$ cat config.mk
export PLATFORM = sky130hd
export DESIGN_NAME = wb_pdm_rx_channel
export DESIGN_NICKNAME = d
export VERILOG_FILES = /design/src/rtl/wb_pdm_rx_channel.sv
export SDC_FILE = /design/constraint.sdc
export NUM_CORES = 1
export LEC_CHECK = 0
export ABC_AREA = 0
export BUFFER_PORTS_ARGS = -buffer_cell sky130_fd_sc_hd__clkbuf_2
export CORE_ASPECT_RATIO = 1.25
export CORE_MARGIN = 2
export CORE_UTILIZATION = 60
export CTS_CLUSTER_SIZE = 20
export DETAILED_ROUTE_END_ITERATION = 7
export PLACE_DENSITY = 0.83
export SLEW_MARGIN = 10
export SYNTH_ARGS = -nofsm -noshare
export SYNTH_HDL_FRONTEND = slang
export SYNTH_SLANG_ARGS = --single-unit
$ cat constraint.sdc
create_clock -name wb_clk_i -period 4.5 [get_ports wb_clk_i]
set_input_delay 0.45 -clock wb_clk_i [delete_from_list [all_inputs] [get_ports wb_clk_i]]
set_output_delay 0.45 -clock wb_clk_i [all_outputs]
set_load 0.01 [all_outputs]
$ cat src/rtl/wb_pdm_rx_channel.sv
// wb_pdm_rx_channel: PDM microphone receiver.
// It generates the mic clock, captures the 1-bit stream and decimates it with a
// 2nd-order CIC filter into unsigned PCM samples. The latest sample, with valid
// and overrun flags, is exposed as one read-only pipelined Wishbone register.
// Optional build macro WB_PDM_RX_IRQ_EN adds pdm_irq_o, which mirrors valid.
// wb_rst_i asserts asynchronously and is expected to be released synchronously
// to wb_clk_i.
module wb_pdm_rx_channel #(
   parameter int BIT_RESOLUTION = 12,
   parameter int DECIM_LOG2     = 6,
   parameter int CLK_DIV        = 16
) (
   input  logic                      wb_clk_i,
   input  logic                      wb_rst_i,
   input  logic                      wb_stb_i,
   output logic                      wb_ack_o,
   output logic [BIT_RESOLUTION+1:0] wb_dat_o,
   output logic                      pdm_clk_o,
   input  logic                      pdm_dat_i
`ifdef WB_PDM_RX_IRQ_EN
   ,
   output logic                      pdm_irq_o
`endif
);

   localparam int CW   = 2*DECIM_LOG2 + 1;
   localparam int PW   = 2*DECIM_LOG2;
   localparam int DIVW = $clog2(CLK_DIV);
   localparam logic [DIVW-1:0] DIV_LAST = DIVW'(CLK_DIV - 1);
   localparam logic [DIVW-1:0] DIV_HALF = DIVW'(CLK_DIV / 2);

   logic [DIVW-1:0]           r_divCount;
   logic [DIVW-1:0]           w_divNext;
   logic                      r_pdmClk;
   logic [1:0]                r_sync;
   logic                      w_pdmBit;
   logic                      w_strobe;
   logic [CW-1:0]             r_int1;
   logic [CW-1:0]             r_int2;
   logic [CW-1:0]             w_int1Next;
   logic [DECIM_LOG2-1:0]     r_phase;
   logic                      r_decim;
   logic [CW-1:0]             r_dly1;
   logic [CW-1:0]             r_dly2;
   logic [CW-1:0]             w_comb1;
   logic [CW-1:0]             w_combY;
   logic [PW-1:0]             w_sat;
   logic [BIT_RESOLUTION-1:0] w_newSample;
   logic [BIT_RESOLUTION-1:0] r_sample;
   logic                      r_valid;
   logic                      r_overrun;
   logic                      w_validNext;
   logic                      w_overrunNext;
   logic                      r_ack;
   logic [BIT_RESOLUTION+1:0] r_dat;

   // The mic clock is high for the first half of each divider period. It is
   // registered from the next divider value so that it lines up with the count.
   assign w_divNext = (r_divCount == DIV_LAST) ? '0 : r_divCount + 1'b1;

   // The capture strobe sits on the last cycle of the low phase, just before the
   // rising edge, so the bit launched on the falling edge has had half a period.
   assign w_strobe  = (r_divCount == DIV_LAST);
   assign w_pdmBit  = r_sync[1];

   // Divider counter and the registered mic clock.
   always_ff @(posedge wb_clk_i or posedge wb_rst_i) begin
      if (wb_rst_i) begin
         r_divCount <= '0;
         r_pdmClk   <= 1'b0;
      end else begin
         r_divCount <= w_divNext;
         r_pdmClk   <= (w_divNext < DIV_HALF);
      end
   end

   // Two-flop synchroniser for the mic data, which is asynchronous to wb_clk_i.
   always_ff @(posedge wb_clk_i or posedge wb_rst_i) begin
      if (wb_rst_i) begin
         r_sync <= '0;
      end else begin
         r_sync <= {r_sync[0], pdm_dat_i};
      end
   end

   // Integrators wrap modulo 2**CW; the combs undo the wrap exactly because the
   // true output never exceeds R*R.
   assign w_int1Next = r_int1 + {{(CW-1){1'b0}}, w_pdmBit};

   // Integrator pair and decimation phase; the last bit of a window flags the
   // comb stage for the following cycle.
   always_ff @(posedge wb_clk_i or posedge wb_rst_i) begin
      if (wb_rst_i) begin
         r_int1  <= '0;
         r_int2  <= '0;
         r_phase <= '0;
         r_decim <= 1'b0;
      end else begin
         r_decim <= w_strobe && (r_phase == '1);
         if (w_strobe) begin
            r_int1  <= w_int1Next;
            r_int2  <= r_int2 + w_int1Next;
            r_phase <= r_phase + 1'b1;
         end
      end
   end

   // Comb differences. Only y == R*R reaches the top bit in steady state, so
   // that bit alone decides saturation.
   assign w_comb1     = r_int2 - r_dly1;
   assign w_combY     = w_comb1 - r_dly2;
   assign w_sat       = w_combY[CW-1] ? '1 : w_combY[PW-1:0];
   assign w_newSample = w_sat[PW-1 -: BIT_RESOLUTION];

   // Comb delay elements advance once per decimated output.
   always_ff @(posedge wb_clk_i or posedge wb_rst_i) begin
      if (wb_rst_i) begin
         r_dly1 <= '0;
         r_dly2 <= '0;
      end else if (r_decim) begin
         r_dly1 <= r_int2;
         r_dly2 <= w_comb1;
      end
   end

   // Flag update. A read in the same cycle as a sample write consumes the old
   // sample, so the new one arrives valid and without overrun.
   always_comb begin
      w_validNext   = r_valid;
      w_overrunNext = r_overrun;
      if (r_decim) begin
         w_validNext   = 1'b1;
         w_overrunNext = wb_stb_i ? 1'b0 : (r_overrun | r_valid);
      end else if (wb_stb_i) begin
         w_validNext   = 1'b0;
         w_overrunNext = 1'b0;
      end
   end

   // Sample register and its status flags.
   always_ff @(posedge wb_clk_i or posedge wb_rst_i) begin
      if (wb_rst_i) begin
         r_sample  <= '0;
         r_valid   <= 1'b0;
         r_overrun <= 1'b0;
      end else begin
         r_valid   <= w_validNext;
         r_overrun <= w_overrunNext;
         if (r_decim) begin
            r_sample <= w_newSample;
         end
      end
   end

   // Wishbone read port: the ack follows the strobe by one cycle and the data
   // snapshot is taken on the strobe cycle, then held until the next read.
   always_ff @(posedge wb_clk_i or posedge wb_rst_i) begin
      if (wb_rst_i) begin
         r_ack <= 1'b0;
         r_dat <= '0;
      end else begin
         r_ack <= wb_stb_i;
         if (wb_stb_i) begin
            r_dat <= {r_valid, r_overrun, r_sample};
         end
      end
   end

   assign wb_ack_o  = r_ack;
   assign wb_dat_o  = r_dat;
   assign pdm_clk_o = r_pdmClk;

`ifdef WB_PDM_RX_IRQ_EN
   logic r_irq;

   // Interrupt tracks valid cycle for cycle, so it is loaded from valid's next value.
   always_ff @(posedge wb_clk_i or posedge wb_rst_i) begin
      if (wb_rst_i) begin
         r_irq <= 1'b0;
      end else begin
         r_irq <= w_validNext;
      end
   end

   assign pdm_irq_o = r_irq;
`endif

endmodule

==> results of run 1 <==
-- power by group --
group          internal, mW  switching, mW
sequential            0.867         0.0145
combinational         0.290          0.425
clock                 0.406          0.313
total                  1.56          0.753
-- stage by stage --
| step | hold slack [ns] | setup slack (ns) | cells |
|---|---|---|---|
| global route | 0.211 | 0.179 | 713 |
| floorplan | 0.331 | 0.843 | 571 |
| CTS | 0.208 | 0.526 | 713 |
| global placement | 0.332 | 0.714 | 697 |
| finish | 0.211 | 0.474 | 713 |
| detailed placement | 0.341 | 0.536 | 697 |
-- routing by layer --
layer  track usage (%)  vias to the layer above  routed length, um
li1                  -                     2021                  -
met1              24.9                     1957               4300
met2              38.6                       78               5190
met3              3.59                       22                259
met4              8.41                        0                200
met5                 0                        -                  0
-- state kept, by name, indices dropped and copies added (netlist names), 2 cells and up --
name,flops
r_divCount,4
r_dly1,13
r_dly2,13
r_int1,13
r_int2,13
r_phase,6
r_sample,12
r_sync,2
wb_dat_o,14
-- cell families after synthesis --
kind of cell,count (synthesis),share of synthesized area [%]
buf+inv,56,3.91
simple gates,163,13.2
flops,95,42.7
mux,19,3.79
xor+xnor,54,8.49
fa+ha+maj,43,10.1
compound gates,141,17.9
-- worst max path at each step --
| stage | start | end | slack, ns | cells after the start |
|---|---|---|---|---|
| after detailed placement | r_int2[0] | r_sample[0] | 0.54 | 17 |
| final | r_int2[0] | r_sample[0] | 0.47 | 17 |
| after global routing | r_int2[7] | r_sample[0] | 0.18 | 15 |
| after floorplan | r_int2[7] | r_sample[2] | 0.84 | 15 |
| after CTS | r_int2[0] | r_sample[0] | 0.53 | 17 |
| after global placement | r_int2[7] | r_sample[9] | 0.71 | 15 |
-- cells in the mapped netlist (all sizes together), types with 4 or more instances --
library cell / instances
inv: 36
o211ai: 4
ha: 40
nand3: 14
nand4: 5
o31ai: 7
nor3: 6
mux2: 17
nand2: 65
a31oi: 12
and3: 4
a21o: 11
nand2b: 8
o21bai: 4
xor2: 20
nor2: 43
dfrtp: 95
clkbuf: 18
xnor2: 34
nor4: 7
o21ai: 41
o21a: 16
a21oi: 23
-- cell type report --
type,instances,area (um^2)
multi-input combinational,420,2980
timing repair buffer,23,125
inverter,36,138
sequential,95,2380
clock inverter,4,28.8
fill,734,3020
tap,123,154
clock buffer,12,256
-- worst reg2reg max path: cells and delay by family (launching register included) --
kind / cells / cell delay [ns]
AOI/OAI and AO/OA: 9 / 1.80
xor gates and xnor gates: 2 / 0.30
adders and majority gates: 3 / 0.96
buffers and inverters: 2 / 0.31
DFF: 1 / 0.36
and+or+nand+nor: 1 / 0.17
==> flow_metrics.py, run 1 <==
metrics = {
    "outcome": {
        "status": "completed",
    },
    "place": {
        "place.gp.congestion": 0.880,
        "placed_area_mm2": 0.00577,
        "io_buffers": 19,
        "place_hpwl_um": 7480,
    },
    "global_route": {
        "grt_pass1_vias": 4116,
        "grt_pass1_wl_um": 17700,
        "grt_max_degree": 60,
        "grt_antenna_before_repair": 0,
        "gr-total-overflow": 0,
        "grt_util_all_layers_pct": 21.2,
    },
    "timing": {
        "finalHoldViolCount": 0,
        "period_minus_slack_ns": 4.03,
        "setup_viol": 0,
        "setup-tns-final_ns": 0,
        "rsz0062_at_grt": "false",
        "max_freq_mhz": 248,
        "max_slew.worst_pin.slew_ns": 0.720,
        "slew_violations": 0,
        "slew_headroom_pct": 52.0,
        "finalClockSkew_ns": 0.00503,
        "finalCritPeriodShare_pct": 89.5,
    },
    "clock_network": {
        "cts_buffers": 9,
        "clk_pin_slew_ns": 0.07,
        "hold_buffers": 0,
        "clk-insertion-delay-late_ns": 0.34,
        "clockBufferDepth": 2,
        "tritoncts": "built",
        "cts_sinks": 95,
        "cts_resized": 0,
        "clockRootBuffer": "clkbuf_16",
        "htreeDepth": 3,
        "post-cts-setup-buffers": 0,
    },
    "setup_path": {
        "reg2reg_from": "r_int2[0]",
        "crit_arrival_ns": 4.22,
        "r2r_cells": 17,
        "r2r_setup_slack_ns": 0.47,
        "slowest_delay_ns": 0.41,
        "crit_type": "flop to flop",
        "required_ns": 4.69,
        "critPathLaunchType": "flop",
        "r2r_end": "r_sample[0]",
        "cp_num_buf_inv": 2,
        "crit_family": "compound AO/OA/AOI/OAI gates",
        "slowest_stage": "fa_1",
        "end_kind": "flop",
        "path_max_fanout": 12,
        "critical_path.cell_chain": "inv_1 > ha_1 > fa_1 > nor2b_1 > o31a_1 > o21a_1 > a21o_1 > a21oi_1 > xnor2_1 > ha_1 > o21ai_0 > o21ai_0 > a22o_1 > a311oi_1 > xnor2_1 > buf_4 > a31oi_1",
    },
    "logic_synthesis": {
        "synth_area_leader_cell": "dfrtp_1",
        "synth_fp_nets": 618,
        "async_flop_share_pct": 100,
        "ys_ff_latch": 95,
        "synth_seq_area_share_pct": 42.7,
        "ys_dominant_reg_cell": "dfrtp_1",
        "synth_warnings": 0,
        "synth_edf_count": 0,
        "synth_cells": 571,
        "synthesis.area_mm2": 0.00557,
        "synth.top_cell.area_share_pct": 42.7,
        "synth_area_leaders": "dfrtp_1 (43%), ha_1 (9.0%), xnor2_1 (5.3%)",
        "yosysUniqueCellTypes": 53,
        "syn_area_per_cell_um2": 9.76,
    },
    "routing": {
        "wl_per_cell_um": 14.0,
        "via_per_inst": 5.72,
        "via_count": 4078,
        "drc": 0,
        "drt-initial-drc-count": 189,
        "wl_um": 9950,
        "ant_nets": 0,
        "drt_first_pass_iters": 4,
    },
    "floorplanning": {
        "pin_count": 20,
        "start_util_pct": 61.4,
        "rows": 39,
        "die_h_um": 112,
        "dieArea_mm2": 0.0101,
        "core_area_mm2": 0.00908,
        "die_w_um": 90.2,
    },
    "final_layout": {
        "final_nets": 632,
        "area_growth_pct": 8.71,
        "final_area_mm2": 0.00606,
        "mostFrequentLayoutCells": "dfrtp_1 (94), nand2_1 (65), nor2_1 (43)",
        "mostFrequentLayoutCell": "dfrtp_1",
        "diodes": 0,
        "utilization_pct": 66.7,
        "drive_gt1_share_pct": 12.5,
    },
    "power": {
        "total_power_mw": 2.32,
        "ir_drop_uv": 234,
        "leakagePower_nw": 2.83,
        "power_density_mw_per_mm2": 382,
    },
    "worst_hold_path": {
        "hp-class": "input pin to async pin",
    },
    "flow_run": {
        "maxCapViolations": 0,
    },
}
No activity file was read; power rests on OpenSTA's default activity.
==> run 2: changes to the inputs <==
==> config.mk (replaced) <==
export PLATFORM = sky130hd
export DESIGN_NAME = wb_pdm_rx_channel
export DESIGN_NICKNAME = d
export VERILOG_FILES = /design/src/rtl/wb_pdm_rx_channel.sv
export SDC_FILE = /design/constraint.sdc
export NUM_CORES = 1
export LEC_CHECK = 0
export ABC_AREA = 0
export CORE_ASPECT_RATIO = 1.25
export CORE_MARGIN = 2
export CORE_UTILIZATION = 60
export CTS_CLUSTER_SIZE = 30
export DETAILED_ROUTE_END_ITERATION = 7
export DONT_BUFFER_PORTS = 1
export PLACE_DENSITY = 0.81
export SLEW_MARGIN = 30
export SYNTH_ARGS = -nofsm -noshare
export SYNTH_HDL_FRONTEND = slang
export SYNTH_SLANG_ARGS = --single-unit
==> run 2 against run 1 <==
  * Fmax decreased by 1.0%
  * Hold slack got worse by 0.20 ns
  * Setup slack got worse by 0.042 ns
  * Sequential cell count did not move
  * Combinational power up 1%
  * Routed wire length up 3.0%
  * Register-to-register slack got worse by 0.04 ns
  * First-iteration DRC count is 23% higher
  * Cell area shrank 1.2%
  * Non-clock buffer count is 19 lower
  * Die area stayed put
  * Final cell count is 2.7% lower
  * Largest power group unchanged
==> flow_metrics.py, run 2 (same netlist as run 1, synthesis figures left out) <==
metrics = {
    "outcome": {
        "status": "completed",
    },
    "final_layout": {
        "fill_cells": 706,
        "multi_input_area_mm2": 0.00298,
        "largest_reg_flops": 14,
        "utilization_pct": 66.0,
        "final_area_mm2": 0.00599,
        "area_growth_pct": 7.43,
        "diodes": 0,
        "stdcell_count": 694,
        "mostFrequentLayoutCell": "dfrtp_1",
        "ff_latch_area_mm2": 0.00238,
        "drive_gt1_share_pct": 9.81,
        "final_nets": 613,
        "mostFrequentLayoutCells": "dfrtp_1 (94), nand2_1 (65), nor2_1 (43)",
    },
    "timing": {
        "whs_ns": 0.0128,
        "max_freq_mhz": 246,
        "max_slew.worst_pin.slew_ns": 0.720,
        "setup-tns-final_ns": 0,
        "finalClockSkew_ns": 0.00460,
        "rsz0062_at_grt": "false",
        "setup_viol": 0,
        "slew_violations": 0,
        "finalHoldViolCount": 0,
        "finalCritPeriodShare_pct": 90.4,
        "layout_setup_ws_ns": 0.432,
        "slew_headroom_pct": 52.0,
        "period_minus_slack_ns": 4.07,
    },
    "setup_path": {
        "crit_type": "flop to flop",
        "r2r_setup_slack_ns": 0.43,
        "crit_start": "r_int2[7]",
        "slowest_stage": "dfrtp_1",
        "critical_path.cell_chain": "ha_1 > a21o_1 > or3_1 > o21a_1 > a21o_1 > a21oi_1 > xnor2_1 > ha_1 > o21ai_0 > o21ai_0 > a22o_1 > a311oi_1 > xnor2_1 > buf_4 > a31oi_2",
        "r2r_end": "r_sample[2]",
        "r2r_cells": 15,
        "path_max_fanout": 12,
        "critPathLaunchType": "flop",
        "end_kind": "flop",
        "required_ns": 4.69,
        "reg2reg_from": "r_int2[7]",
        "crit_arrival_ns": 4.26,
        "slowest_delay_ns": 0.42,
    },
    "floorplanning": {
        "core_area_mm2": 0.00908,
        "die_w_um": 90.2,
        "die_h_um": 112,
        "rows": 39,
        "pin_count": 20,
        "start_util_pct": 61.4,
        "dieArea_mm2": 0.0101,
    },
    "clock_network": {
        "clk_pin_slew_ns": 0.06,
        "cts_buffers": 9,
        "cts_resized": 0,
        "htreeDepth": 3,
        "post-cts-setup-buffers": 0,
        "clockRootBuffer": "clkbuf_16",
        "clockBufferDepth": 2,
        "cts_sinks": 95,
        "tritoncts": "built",
        "hold_buffers": 0,
        "clk-insertion-delay-late_ns": 0.34,
    },
    "routing": {
        "wl_per_cell_um": 14.8,
        "drc": 0,
        "via_per_inst": 5.77,
        "ant_nets": 0,
        "via_count": 4003,
        "drt-initial-drc-count": 233,
        "wl_um": 10300,
        "drt_first_pass_iters": 4,
    },
    "power": {
        "ir_drop_uv": 226,
        "total_power_mw": 2.38,
        "power_density_mw_per_mm2": 397,
        "leakagePower_nw": 2.76,
    },
    "global_route": {
        "busiest_layer": "met2",
        "grt_pass1_wl_um": 17900,
        "met2_usage_pct": 39.6,
        "grt_antenna_before_repair": 0,
        "gr-total-overflow": 0,
        "grt_pass1_vias": 4027,
        "globalRouteMet1Util_pct": 25.3,
        "grt_use_met3_pct": 3.72,
        "grt_util_all_layers_pct": 21.7,
        "grt_max_degree": 52,
    },
    "place": {
        "place.gp.congestion": 0.824,
        "placed_area_mm2": 0.00568,
        "io_buffers": 0,
        "dp_cells": 678,
        "place_ws_ns": 0.499,
        "place_hpwl_um": 7580,
    },
    "worst_hold_path": {
        "hp-class": "input pin to async pin",
    },
    "flow_run": {
        "maxCapViolations": 0,
    },
}
-- run 2: cell types whose count changed in the layout (fill, tap and decap cells not counted) --
cell / delta
clkbuf_1: -1
clkbuf_2: -19
bufinv_16: +1
clkinv_4: +1
inv_6: -1
clkinv_2: +1
clkinvlp_4: -1
-- run 2: worst max-delay path: cells and delay by family (launching register included) --
family	cells	cell delay [ns]
flops	1	0.42
simple gates	1	0.34
compound gates	9	1.92
xor+xnor	2	0.31
fa+ha+maj	2	0.67
buf+inv	1	0.24
-- run 2: report_power, final --
group          switching, mW  internal (mW)  total (mW)
logic                  0.435          0.290       0.725
clock network          0.313          0.459       0.773
registers             0.0146          0.867       0.882
-- run 2: worst max path at each step --
stage / slack (ns) / endpoint
2_1_floorplan: 0.84 / r_sample[2]
3_3_place_gp: 0.71 / r_sample[0]
3_5_place_dp: 0.50 / r_sample[4]
4_1_cts: 0.48 / r_sample[4]
5_1_grt: 0.22 / r_sample[4]
6_report: 0.43 / r_sample[2]
-- run 2: layout make-up --
class | instances | share of cell area, %
Clock buffer | 11 | 4.22
Inverter | 36 | 2.30
Sequential cell | 95 | 39.7
Tap cell | 123 | 2.57
Clock inverter | 5 | 0.940
Timing Repair Buffer | 4 | 0.502
Multi-Input combinational cell | 420 | 49.7
-- run 2: layer usage --
layer | routed length [um] | vias up
met5 | 0 | -
met1 | 4420 | 1921
li1 | - | 1989
met4 | 248 | 0
met3 | 270 | 24
met2 | 5320 | 69
==> run 3: changes to the inputs <==
==> constraint.sdc (replaced) <==
create_clock -name wb_clk_i -period 3.85 [get_ports wb_clk_i]
set_input_delay 0.385 -clock wb_clk_i [delete_from_list [all_inputs] [get_ports wb_clk_i]]
set_output_delay 0.385 -clock wb_clk_i [all_outputs]
set_load 0.01 [all_outputs]
==> run 3 against run 2 <==
  * Combinational power rose by 39%
  * Utilization rose by 1.3 points
  * Critical path type unchanged
  * Sequential share of layout area fell by 0.75 points
  * Via count rose by 2.1%
  * Final cell count rose by 1.3%
  * Non-clock buffer count rose by 9
==> flow_metrics.py, run 3 (same netlist as run 1, synthesis figures left out) <==
metrics = {
    "power": {
        "ir_drop_uv": 293,
        "power_density_mw_per_mm2": 468,
        "leakagePower_nw": 2.80,
    },
    "place": {
        "place_hpwl_um": 7550,
        "place_ws_ns": -0.0213,
        "io_buffers": 0,
        "place.gp.congestion": 0.836,
    },
    "global_route": {
        "grt_max_degree": 65,
        "grt_antenna_before_repair": 0,
        "gr-total-overflow": 0,
        "grt_util_all_layers_pct": 21.9,
        "grt_pass1_wl_um": 18100,
        "grt_pass1_vias": 4092,
    },
    "clock_network": {
        "clockBufferDepth": 2,
        "clockRootBuffer": "clkbuf_16",
        "tritoncts": "built",
        "clk_pin_slew_ns": 0.07,
        "cts_sinks": 95,
        "clk-insertion-delay-late_ns": 0.35,
        "htreeDepth": 3,
        "cts_buffers": 9,
        "hold_buffers": 0,
    },
    "timing": {
        "max_freq_mhz": 267,
        "finalClockSkew_ns": 0.00492,
        "setup_viol": 0,
        "period_minus_slack_ns": 3.74,
        "layout_setup_ws_ns": 0.110,
        "finalCritPeriodShare_pct": 97.1,
        "slew_headroom_pct": 49.1,
        "finalHoldViolCount": 0,
        "max_slew.worst_pin.slew_ns": 0.763,
        "slew_violations": 0,
        "whs_ns": 0.0354,
    },
    "routing": {
        "wl_met3_um": 309,
        "via_per_inst": 5.81,
        "wl_per_cell_um": 14.8,
        "via_count": 4087,
        "wl_met2_um": 5570,
        "drc": 0,
        "drt-initial-drc-count": 175,
        "top_signal_layer_used": "met4",
        "wl_um": 10400,
        "wl_met1_um": 4280,
        "drt_first_pass_iters": 4,
        "ant_nets": 0,
    },
    "setup_path": {
        "path_max_fanout": 12,
        "r2r_end": "r_sample[11]",
        "required_ns": 4.04,
        "crit_start": "r_int2[7]",
        "critPathLaunchType": "flop",
        "crit_type": "flop to flop",
        "crit_arrival_ns": 3.93,
        "r2r_setup_slack_ns": 0.11,
        "r2r_cells": 15,
        "end_kind": "flop",
        "reg2reg_from": "r_int2[7]",
    },
    "floorplanning": {
        "core_area_mm2": 0.00908,
        "dieArea_mm2": 0.0101,
        "die_w_um": 90.2,
        "die_h_um": 112,
        "rows": 39,
        "pin_count": 20,
        "start_util_pct": 61.4,
    },
    "worst_hold_path": {
        "hp-class": "input pin to async pin",
    },
    "final_layout": {
        "mostFrequentLayoutCell": "dfrtp_1",
        "mostFrequentLayoutCells": "dfrtp_1 (94), nand2_1 (65), nor2_1 (42)",
        "final_nets": 622,
        "area_growth_pct": 9.50,
        "largest_reg_flops": 14,
        "drive_gt1_share_pct": 13.6,
        "diodes": 0,
    },
    "flow_run": {
        "maxCapViolations": 0,
    },
    "outcome": {
        "status": "completed",
    },
}
==> run 3: power breakdown <==
group	internal (mW)	switching (mW)	total, mW
clock network	0.437	0.382	0.818
logic	0.469	0.539	1.01
registers	1.01	0.0177	1.03
==> run 3: worst max-delay path: stages, from the launching register on <==
cell	delay [ns]
dfrtp_1	0.42
ha_1	0.33
a21o_1	0.19
or3_4	0.33
o21a_1	0.19
a21o_1	0.21
a21oi_2	0.18
xnor2_1	0.09
ha_2	0.37
o21ai_4	0.06
a21o_1	0.16
a22o_1	0.24
a311oi_2	0.23
xnor2_1	0.17
bufbuf_16	0.31
a31oi_2	0.10
==> run 3: final cells by class <==
type	count	area (um^2)
clock buffer	9	225
clock inverter	7	48.8
fill	703	2970
inverter	36	138
multi-input combinational	420	3040
sequential	95	2380
tap	123	154
timing repair buffer	13	123
==> run 3: how the worst max path moves through the flow <==
stage / end / slack (ns) / cells past startpoint
floorplan: r_sample[2] / 0.19 / 15
global placement: r_sample[0] / 0.16 / 15
detailed placement: r_sample[11] / -0.02 / 17
CTS: r_sample[11] / 0.03 / 17
global route: r_sample[11] / -0.02 / 15
finish: r_sample[11] / 0.11 / 15
==> run 3: what timing repair did <==
item,in CTS,in global routing
setup buffers,0,4
endpoints found under the setup margin,12,12
pin swaps,0,3
resized for setup,1,19
==> run 3: through the flow <==
stage | cells | TNS (ns) | instance area, um^2 | util, % | power [mW]
2_1_floorplan | 571 | 0 | 5570 | - | 1.75
3_3_place_gp | 683 | 0 | 5730 | 63.1 | 1.91
3_5_place_dp | 683 | -0.0296 | 5730 | 63.1 | 1.94
4_1_cts | 699 | 0 | 6000 | 66.1 | 2.77
5_1_grt | 703 | -0.0214 | 6100 | 67.2 | 3.00
6_report | 703 | 0 | 6100 | 67.2 | 2.86
==> run 3: metal layers <==
metal	global-route usage (%)	vias up
met5	0	-
met4	9.33	0
met3	3.92	23
met2	40.6	81
met1	24.7	1972
li1	-	2011
